<file path="src/rtl/mod_updown_counter_pkg.sv">
// rtl/mod_updown_counter_pkg.sv - shared legality checks and sizing helpers for mod_updown_counter
//
// Contents:
//   dir_e         count direction, taken straight from the up input
//   width_ok      WIDTH in 1..32
//   modulus_ok    MODULUS in 2..2**WIDTH
//   prescale_ok   PRESCALE in 1..256
//   saturate_ok   SATURATE is 0 or 1
//   presc_width   bits needed for a prescaler counter holding 0..PRESCALE-1
package mod_updown_counter_pkg;

    typedef enum logic [0:0] {
        DIR_DOWN = 1'b0,
        DIR_UP   = 1'b1
    } dir_e;

    function automatic bit width_ok(input int w);
        return (w >= 1) && (w <= 32);
    endfunction

    // 2**WIDTH reaches 2**32, so the bound is built in 64 bits.
    function automatic bit modulus_ok(input int w, input longint m);
        return (m >= 2) && (m <= (longint'(1) << w));
    endfunction

    function automatic bit prescale_ok(input int p);
        return (p >= 1) && (p <= 256);
    endfunction

    function automatic bit saturate_ok(input int s);
        return (s == 0) || (s == 1);
    endfunction

    // A PRESCALE of 1 still gets a 1-bit counter; it simply stays at 0.
    function automatic int presc_width(input int p);
        return (p <= 1) ? 1 : $clog2(p);
    endfunction

endpackage

</file>
<file path="src/rtl/mod_updown_counter_tick_prescaler.sv">
// rtl/mod_updown_counter_tick_prescaler.sv - enable-gated divide-by-PRESCALE tick generator
//
// Ports:
//   clk      rising-edge clock
//   reset    synchronous active-high reset, counter to 0
//   en       advances the counter; the counter holds while low
//   restart  synchronous restart of the interval (clear or load in the parent)
//   tick     high in an en cycle where the counter sits at PRESCALE-1
module tick_prescaler
    import mod_updown_counter_pkg::*;
#(
    parameter int PRESCALE = 1
) (
    input  logic clk,
    input  logic reset,
    input  logic en,
    input  logic restart,
    output logic tick
);

    localparam int            PW   = presc_width(PRESCALE);
    localparam logic [PW-1:0] LAST = PW'(PRESCALE - 1);

    logic [PW-1:0] pcnt;

    // Combinational so the parent can register the step in the same edge.
    assign tick = en && (pcnt == LAST);

    always_ff @(posedge clk) begin
        if (reset || restart) begin
            pcnt <= '0;
        end else if (en) begin
            pcnt <= tick ? '0 : pcnt + PW'(1);
        end
    end

endmodule

</file>
<file path="src/rtl/mod_updown_counter.sv">
// rtl/mod_updown_counter.sv - modulo up/down counter with prescaler, load, clear, wrap/saturate and sticky overflow
//
// Ports:
//   clk       rising-edge clock
//   reset     synchronous active-high reset
//   en        count enable, gates prescaler and stepping
//   up        1 = increment, 0 = decrement
//   clear     synchronous clear of count and prescaler (ovf untouched)
//   load      load load_val (clamped to MODULUS-1) into count
//   load_val  value to load
//   ovf_clr   clears the sticky ovf flag
//   count     registered count, 0..MODULUS-1
//   tc        registered one-cycle pulse after each boundary event
//   ovf       registered sticky boundary-crossing flag
module mod_updown_counter
    import mod_updown_counter_pkg::*;
#(
    parameter int     WIDTH    = 4,
    parameter longint MODULUS  = 16,
    parameter int     SATURATE = 0,
    parameter int     PRESCALE = 1
) (
    input  logic             clk,
    input  logic             reset,
    input  logic             en,
    input  logic             up,
    input  logic             clear,
    input  logic             load,
    input  logic [WIDTH-1:0] load_val,
    input  logic             ovf_clr,
    output logic [WIDTH-1:0] count,
    output logic             tc,
    output logic             ovf
);

    generate
        if (!width_ok(WIDTH)) begin : g_bad_width
            $fatal(1, "mod_updown_counter: WIDTH must be 1..32");
        end
        if (!modulus_ok(WIDTH, MODULUS)) begin : g_bad_modulus
            $fatal(1, "mod_updown_counter: MODULUS must be 2..2**WIDTH");
        end
        if (!prescale_ok(PRESCALE)) begin : g_bad_prescale
            $fatal(1, "mod_updown_counter: PRESCALE must be 1..256");
        end
        if (!saturate_ok(SATURATE)) begin : g_bad_saturate
            $fatal(1, "mod_updown_counter: SATURATE must be 0 or 1");
        end
    endgenerate

    localparam logic [WIDTH-1:0] MAX_VAL = WIDTH'(MODULUS - 1);
    localparam bit               SAT     = (SATURATE != 0);

    dir_e             dir;
    logic             tick;
    logic             step;
    logic             at_top;
    logic             at_bot;
    logic             boundary;
    logic [WIDTH-1:0] step_val;
    logic [WIDTH-1:0] load_clamped;

    assign dir = dir_e'(up);

    // Clear and load both restart the interval so the next step is a full
    // PRESCALE enabled cycles away.
    tick_prescaler #(
        .PRESCALE(PRESCALE)
    ) u_prescaler (
        .clk    (clk),
        .reset  (reset),
        .en     (en),
        .restart(clear | load),
        .tick   (tick)
    );

    // tick already includes en; clear and load outrank a step.
    assign step     = tick && !clear && !load;
    assign at_top   = (count == MAX_VAL);
    assign at_bot   = (count == '0);
    assign boundary = step && ((dir == DIR_UP) ? at_top : at_bot);

    assign load_clamped = (load_val > MAX_VAL) ? MAX_VAL : load_val;

    always_comb begin
        step_val = count;
        if (dir == DIR_UP) begin
            if (at_top) begin
                step_val = SAT ? count : '0;
            end else begin
                step_val = count + WIDTH'(1);
            end
        end else begin
            if (at_bot) begin
                step_val = SAT ? count : MAX_VAL;
            end else begin
                step_val = count - WIDTH'(1);
            end
        end
    end

    always_ff @(posedge clk) begin
        if (reset) begin
            count <= '0;
            tc    <= 1'b0;
            ovf   <= 1'b0;
        end else begin
            tc <= boundary;
            // A boundary event in the same cycle as ovf_clr keeps the flag set.
            if (boundary) begin
                ovf <= 1'b1;
            end else if (ovf_clr) begin
                ovf <= 1'b0;
            end
            if (clear) begin
                count <= '0;
            end else if (load) begin
                count <= load_clamped;
            end else if (step) begin
                count <= step_val;
            end
        end
    end

endmodule
</file>
<file path="config.mk">
export PLATFORM = sky130hd
export DESIGN_NAME = mod_updown_counter
export DESIGN_NICKNAME = d
export VERILOG_FILES = /design/src/rtl/mod_updown_counter_pkg.sv /design/src/rtl/mod_updown_counter_tick_prescaler.sv /design/src/rtl/mod_updown_counter.sv
export SDC_FILE = /design/constraint.sdc
export NUM_CORES = 1
export LEC_CHECK = 0
export ABC_AREA = 1
export CORE_AREA = 4 4 41 43
export DETAILED_ROUTE_END_ITERATION = 7
export DIE_AREA = 0 0 45 47
export PLACE_DENSITY = 0.74
export SLEW_MARGIN = 30
export SYNTH_ARGS = -nofsm -noshare
export SYNTH_HDL_FRONTEND = slang
export SYNTH_SLANG_ARGS = --single-unit
</file>
<file path="constraint.sdc">
create_clock -name clk -period 3.3 [get_ports clk]
set_input_delay 0.66 -clock clk [delete_from_list [all_inputs] [get_ports clk]]
set_output_delay 0.66 -clock clk [all_outputs]
set_load 0.02 [all_outputs]
</file>
# Word-level counts from Yosys, hierarchy flattened
# Cells that the tools add are included.
op_classes:
  addsub: 3
  order_cmp: 1
  n_eq_ne: 1
  mux: 10
  bitwise: 2
  n_reduce_logical: 11
op_table:
  columns: ["operator", "count"]
  rows:
  - ["$mux 4", 6]
  - ["$add 4x1->4 const B", 1]
  - ["$eq 4x4->1 const B", 1]
  - ["$gt 4x4->1 const B", 1]
  - ["$logic_and 1x1->1", 4]
  - ["$logic_not 4->1", 1]
  - ["$mux 1", 4]
  - ["$reduce_bool 2->1", 2]
  - ["$sub 4x1->4 const B", 1]
  - ["$logic_not 1->1", 2]
  - ["$reduce_or 2->1", 1]
  - ["$add 1x1->1 const B", 1]
  - ["$logic_or 1x1->1", 1]
  - ["$not 1->1", 1]
  - ["$or 1x1->1", 1]
word_totals:
  regBits: 7
  in_bits: 11
  output_inout_bits: 6
  elab_cells: 32

# Depth between registers and ports, before layout
# Gate-level depths: netlist of run 1.
depth:
  word_depth: 6
  depth_mapped: 8
  depth_no_buf: 8

# Modules after synthesis
# A second synthesis of run 1 with hierarchy kept.
hier_totals:
  hier_cells: 75
  area_unflattened_um2: 457.9
by_module_without_submodules:
  columns: ["mod", "instances", "cells_each", "area_per_inst_um2", "seq_area_each_um2"]
  rows:
  - ["mod_updown_counter", 1, 67, 411.6, 120.1]
  - ["tick_prescaler", 1, 8, 46.3, 20.0]

# Worst setup path before layout of run 1
# OpenSTA, ideal clock, no wires.
synth_path:
  path_type: "flip-flop to flip-flop"
  start: "register count[0]"
  end: "register count[3]"
  setup_time_ns: 0.114
  arrival_ns: 1.257
  t_required_ns: 3.186
  setup_slack_ns: 1.929
  path_stages_with_launch: 9
  path_buffers: 0
  period_less_slack_ns: 1.371
  cell_sequence: "dfxtp_1 > inv_1 > ha_1 > a21oi_1 > nand2_1 > nand3_1 > nand3_1 > nand2_1 > a21oi_2"
synth_via:
  elab_chain_len: 5
  elab_cells_between_ends: 9
  classes_between: "add/sub: 2; eq/ne: 1; mux: 5; reduce/logical: 1"
synth_lines:
  columns: ["item", "line", "rtl"]
  rows:
  - ["from (decl)", "mod_updown_counter.sv:31", "output logic [WIDTH-1:0] count,"]
  - ["from (signal assigned)", "mod_updown_counter.sv:118", "count <= load_clamped;"]
  - ["from (signal assigned)", "mod_updown_counter.sv:120", "count <= step_val;"]
  - ["$sub 4x1->4 (tied with other cells)", "mod_updown_counter.sv:97", "step_val = count - WIDTH'(1);"]
  - ["$mux 4 (on tied branches)", "mod_updown_counter.sv:94, mod_updown_counter.sv:88", null]
  - ["$mux 4 (*)", "mod_updown_counter.sv:87", "if (dir == DIR_UP) begin"]
  - ["$mux 4 (*)", "mod_updown_counter.sv:119", "end else if (step) begin"]
  - ["$mux 4 (*)", "mod_updown_counter.sv:117", "end else if (load) begin"]
# Every way passes the cells marked *; elsewhere a longest branch is shown, timed or not. The select of a mux whose other input is x is not followed.
# A chain may end at the register's enable or synchronous reset.

# Worst setup path in the final report of run 1
layout_path:
  start: "register count[2]"
  end: "output port count[2]"
# No word-level cell between the ends.

==> impl_results.md, run 1 <==
- Core area: 0.00130 mm2
- Via count: 488
- Worst Hold Class: flip-flop to flip-flop
- Post-DP HPWL: 860 um
- Critical path arrival: 1.44 ns
- Fillers: 146
- Die Y: 47 um
- Critical Path Fanout Max: 9
- Critical Path RT: 2.64 ns
- H-tree depth: 1
- Crit-path leading delay family: buffers and inverters
- Final hold violation count: 0
- Router iterations before antenna repair: 4
- Fin Setup TNS: 0 ns
- FF+latch count, synth: 7
- VDD IR max: 236 uV
- Share of post-route cells with drive strength above 1: 0.0690
- Post-synthesis adder-cell area fraction: 0.0554
- Vias in the first global route: 393
- RSZ-0062 raised after global routing: false
- Area share of and/or/nand/nor cells after synthesis: 0.396
- Clock Root Buffer: clkbuf_4
- Area Overhead vs Synth: 42.9%
- Largest buffer count on any clock path: 2
- Max Clock Skew: 0.000928 ns
- Clk Latency, worst-skew pair: 0.24 ns
- Initial drt markers: 11
- CTS sink count: 7
- # DRC: 0
- Slew at the pin closest to its max-slew limit: 0.355 ns
- Wire per inst: 10.5 um
- Status: finished, final reports clean
- PortBufs: 16
- Final worst-path cycle share: 0.637
- Nets: 101
- Worst setup SP type: flip-flop
- Relative slew slack: 0.763
- Worst-path cell chain: clkdlybuf4s50_1
- Seq/Total Area, Yosys: 0.310
- Syn_nets: 81
- Final slew viol count: 0
- Multi-input logic area: 263 um2
- Die W: 45 um
- Post_cts resized: 0
- Slowest CP cell: clkdlybuf4s50_1
- Diodes inserted: 0
- Mux contribution to synthesized area: 0
- Cells after DPL: 98
- Tmin final: 2.10 ns
- Final Non-Filler Cells: 102
- YS warnings: 0
- Die footprint: 0.00212 mm2
- Antenna-violating nets left: 0
- Initial antenna violation count: 0
- Crit path capture type: primary output
- GR Overflow Total: 0
- Yosys cell types: 18
- GRT Overall Usage: 0.112
- Cell area after synthesis: 452 um2
- Setup bufs post-CTS: 0
- Crit Path Class: flip-flop to primary output
- Largest family of logic cells by synthesized area: simple AND/OR/NAND/NOR gates
- Synthesized instance count: 68
- # setup viols final: 0
- CTS buffer count: 3
- Largest net degree at the start of global routing: 10
- WL final: 1070 um
- CP peak stage delay: 0.67 ns
- Max Cap Viol: 0
- Compound-Gate Fraction of Synth Area: 0.0914
- XOR/XNOR Fraction of Synth Area: 0.0388
- Syn Area/Cell: 6.64 um2
- Starting Density: 0.347
- Hold-fix buffers, CTS: 0
- Highest Clock Rate: 476 MHz
- Min Hold Slack: 0.444 ns
- Via density: 4.78
- Lkg Pwr: 0.275 nW
- Ports: 17
- Global-route wire length before repair: 1620 um
- Gpl congestion: 0.754
- Power density cells: 328 mW/mm2
- Register area: 140 um2
- Worst path bufs/invs: 1
- Site row count: 13
- Clock-pin slew on the worst setup and hold paths: 0.05 ns
- TritonCTS clock tree: built
==> sequential cells by signal (all words and copies together), names as in the netlist <==
| name | flops |
|---|---|
| tc | 1 |
| u_prescaler.pcnt | 1 |
| ovf | 1 |
| count | 4 |
==> power breakdown <==
group	switching, W	internal [W]
registers	0.00000476	0.0000873
logic	0.0000222	0.0000248
clock network	0.0000271	0.0000458
==> through the flow <==
stage                     area (um2)  power [W]  setup slack (ns)   util
after CTS                        646   0.000215              1.18  0.496
after global placement           619   0.000140              1.44  0.476
after detailed placement         619   0.000140              1.44  0.476
final                            646   0.000212              1.20  0.496
after global routing             646   0.000226              1.11  0.496
after floorplan                  452   0.000118              1.93      -
==> logic make-up (layout without fill, tap and decap cells) <==
logic type                 count (synthesis)  in the layout
xor gates and xnor gates                   2              2
DFF                                        7              7
AOI/OAI and AO/OA                          7              7
adders and majority gates                  2              2
buffers and inverters                     11             30
and+or+nand+nor                           39             39
==> metal layers <==
metal | up-vias | part of all wire | global-route usage
met1 | 212 | 0.43 | 0.130
met2 | 16 | 0.49 | 0.178
met3 | 2 | 0.075 | 0.0690
met4 | 0 | 0.0056 | 0.0175
li1 | 258 | - | -
met5 | - | 0 | 0
==> Yosys cell counts (all sizes together) <==
cell	n	share of area
a21oi	4	0.053
buf	1	0.025
ha	2	0.055
a31oi	2	0.028
nor2	6	0.066
nand3b	1	0.017
inv	10	0.083
or2	1	0.014
xnor2	1	0.019
o21ai	1	0.011
nand2	20	0.17
nand3	7	0.078
xor2	1	0.019
dfxtp	7	0.31
nor4	1	0.014
nand4	3	0.042
==> worst paths after layout <==
check / from / end / slack (ns) / depth (start not counted)
max reg2reg: count[1] / count[3] / 1.89 / 8
min reg2reg: u_prescaler.pcnt / u_prescaler.pcnt / 0.44 / 2
min: u_prescaler.pcnt / u_prescaler.pcnt / 0.44 / 2
max: count[2] / count[2] / 1.20 / 1
==> cell type report <==
class,instances,area share
Inverter,10,0.0581
Tap cell,15,0.0291
Clock buffer,4,0.0407
Sequential cell,7,0.217
Timing Repair Buffer,16,0.248
Multi-Input combinational cell,50,0.407
==> layout by cell type, fill, tap and decap left out <==
master            n
a21oi_1           3
a21oi_2           1
a31oi_1           2
clkbuf_1          1
clkbuf_4          3
clkdlybuf4s50_1  16
dfxtp_1           7
ha_1              2
inv_1            10
nand2_1          20
nand3_1           7
nand3b_1          1
nand4_1           3
nor2_1            5
nor2_4            1
nor4_1            1
o21ai_0           1
or2_2             1
xnor2_1           1
xor2_1            1
No activity file was read; power rests on OpenSTA's default activity.
==> inputs of run 2 (changes only) <==
--- a/config.mk
+++ b/config.mk
@@ -9,7 +9,7 @@
 export CORE_AREA = 4 4 41 43
 export DETAILED_ROUTE_END_ITERATION = 7
 export DIE_AREA = 0 0 45 47
-export PLACE_DENSITY = 0.74
+export PLACE_DENSITY = 0.77
 export SLEW_MARGIN = 30
 export SYNTH_ARGS = -nofsm -noshare
 export SYNTH_HDL_FRONTEND = slang
==> constraint.sdc (replaced) <==
create_clock -name clk -period 1.8 [get_ports clk]
set_input_delay 0.36 -clock clk [delete_from_list [all_inputs] [get_ports clk]]
set_output_delay 0.36 -clock clk [all_outputs]
set_load 0.02 [all_outputs]
==> run 2 against run 1 <==
Hold slack gained 0.0013 ns; first-iteration DRC count grew 36%; sequential share of layout area shrank 0.81 points; clock-buffer cell count is the same; critical path type unchanged; highest routed layer is now met3.
==> impl_results.md, run 2 (synthesis results as in run 1) <==
- Worst path bufs/invs: 1 (unchanged)
- Highest Clock Rate: 640 MHz
- Internal power: 0.000293 W (was 0.000158 W)
- Nets: 104 (was 101)
- Die Y: 47 um (unchanged)
- Register area: 140 um2 (unchanged)
- Fillers: 131 (was 146)
- Fin Setup TNS: 0 ns (unchanged)
- Multi-input logic area: 263 um2 (unchanged)
- Largest register FFs: 4 (unchanged)
- Crit Path Class: flip-flop to primary output (unchanged)
- Router iterations before antenna repair: 4 (unchanged)
- Die W: 45 um (unchanged)
- Initial antenna violation count: 0 (unchanged)
- Via count: 510 (was 488)
- VDD IR max: 407 uV (was 236 uV)
- Global-route wire length before repair: 1640 um (was 1620 um)
- Max Clock Skew: 0.00227 ns (was 0.000928 ns)
- Largest net degree at the start of global routing: 9 (was 10)
- Diodes inserted: 0 (unchanged)
- Site row count: 13 (unchanged)
- Clock Root Buffer: clkbuf_4 (unchanged)
- Largest Register: count (unchanged)
- NetSw: 0.000106 W (was 0.0000540 W)
- Cells after DPL: 101 (was 98)
- Wire per inst: 9.89 um (was 10.5 um)
- CTS buffer count: 3 (unchanged)
- H-tree depth: 1 (unchanged)
- RSZ-0062 raised after global routing: false (unchanged)
- Dpl ws: 0.250 ns (was 1.44 ns)
- Power density cells: 595 mW/mm2 (was 328 mW/mm2)
- CP peak stage delay: 0.61 ns (was 0.67 ns)
- Most common cell after layout, fill and taps aside: nand2_1 (unchanged)
- Crit path capture type: primary output (unchanged)
- GR Overflow Total: 0 (unchanged)
- Slowest CP cell: clkdlybuf4s50_1 (unchanged)
- Worst-path cell chain: clkdlybuf4s50_1 (unchanged)
- # DRC: 0 (unchanged)
- Via density: 4.86 (was 4.78)
- TritonCTS clock tree: built (unchanged)
- Die footprint: 0.00212 mm2 (unchanged)
- Final hold violation count: 0 (unchanged)
- Slew at the pin closest to its max-slew limit: 0.265 ns (was 0.355 ns)
- # setup viols final: 0 (unchanged)
- Largest buffer count on any clock path: 2 (unchanged)
- Final Non-Filler Cells: 105 (was 102)
- Core area: 0.00130 mm2 (unchanged)
- Critical Path RT: 1.44 ns (was 2.64 ns)
- Clk Latency, worst-skew pair: 0.25 ns (was 0.24 ns)
- Clock-pin slew on the worst setup and hold paths: 0.05 ns (about the same)
- Tmin final: 1.56 ns
- Crit-path leading delay family: buffers and inverters (unchanged)
- Lkg Pwr: 0.309 nW (was 0.275 nW)
- CTS sink count: 7 (unchanged)
- Share of post-route cells with drive strength above 1: 0.100 (was 0.0690)
- Starting Density: 0.347 (unchanged)
- Worst R2R Setup Slack: 0.45 ns (was 1.89 ns)
- Post_cts resized: 0 (unchanged)
- Post-Layout Inst Area: 671 um2 (was 646 um2)
- Final setup margin: 0.239 ns (was 1.20 ns)
- Relative slew slack: 0.823 (was 0.763)
- PortBufs: 16 (unchanged)
- Critical Path Fanout Max: 2 (was 9)
- Worst Hold Class: flip-flop to flip-flop (unchanged)
- Power share of the sequential group: 0.410 (was 0.434)
- Critical path arrival: 1.20 ns (was 1.44 ns)
- Ports: 17 (unchanged)
- Final Util: 0.515 (was 0.496)
- DP Area: 642 um2 (was 619 um2)
- Post-DP HPWL: 852 um (was 860 um)
- Area Overhead vs Synth: 48.5% (was 42.9%)
- GRT Overall Usage: 0.109 (was 0.112)
- Final worst-path cycle share: 0.867
- Setup bufs post-CTS: 0 (unchanged)
- Hold-fix buffers, CTS: 0 (unchanged)
- WL final: 1040 um (was 1070 um)
- Most frequent cells in the layout: 20 x nand2_1, 15 x clkdlybuf4s50_1, 10 x inv_1 (was 20 x nand2_1, 16 x clkdlybuf4s50_1, 10 x inv_1)
- Max Cap Viol: 0 (unchanged)
- Comb power frac: 0.235 (was 0.222)
- Sw Ratio: 0.265 (was 0.255)
- Vias in the first global route: 431 (was 393)
- Clk pwr share: 0.355 (was 0.344)
- Antenna-violating nets left: 0 (unchanged)
- Initial drt markers: 15 (was 11)
- Final slew viol count: 0 (unchanged)
- Gpl congestion: 0.847 (was 0.754)
- Worst setup SP type: flip-flop (unchanged)
- Status: finished, final reports clean (unchanged)
-- run 2: changes by cell type in the layout (fill, tap and decap cells not counted), sizes merged --
cell | previous run | this run
buf | 0 | 3
clkdlybuf4s50 | 16 | 15
dlymetal6s2s | 0 | 1
-- run 2: power by group through the flow --
stage,clock [W],sequential (W),combinational [W]
after detailed placement,0,0.000167,0.0000942
after global placement,0,0.000167,0.0000934
after global routing,0.000155,0.000164,0.000104
after CTS,0.000145,0.000164,0.0000948
final,0.000142,0.000164,0.0000938
after floorplan,0,0.000174,0.0000424
-- run 2: tightest hold or removal path: cells and delay by family, from the launching register on --
family	cells	cell delay, ns
AND/OR/NAND/NOR	1	0.05
flip-flops	1	0.29
buffers and inverters	1	0.06
-- run 2: layout make-up --
type / count / area share
Tap cell: 15 / 0.0280
Multi-Input combinational cell: 50 / 0.392
Inverter: 10 / 0.0560
Sequential cell: 7 / 0.209
Clock buffer: 4 / 0.0392
Timing Repair Buffer: 19 / 0.276
-- run 2: per-layer routing --
metal,vias up,routed length [um],GRT usage
met1,224,417,0.130
met5,-,0,0
met3,0,125,0.0690
met2,21,495,0.169
met4,0,0,0.0175
li1,265,-,-
-- run 2: through the flow --
stage	hold WS, ns	power, W
global placement	0.432	0.000260
finish	0.446	0.000399
floorplan	0.422	0.000216
detailed placement	0.438	0.000261
CTS	0.446	0.000403
global route	0.494	0.000423
-- run 2: worst paths after layout --
path	start	to	depth (start not counted)
worst max-delay path	count[3]	count[3]	1
worst min-delay path	u_prescaler.pcnt	u_prescaler.pcnt	2
worst max register to register	count[1]	count[3]	8
worst min register to register	u_prescaler.pcnt	u_prescaler.pcnt	2
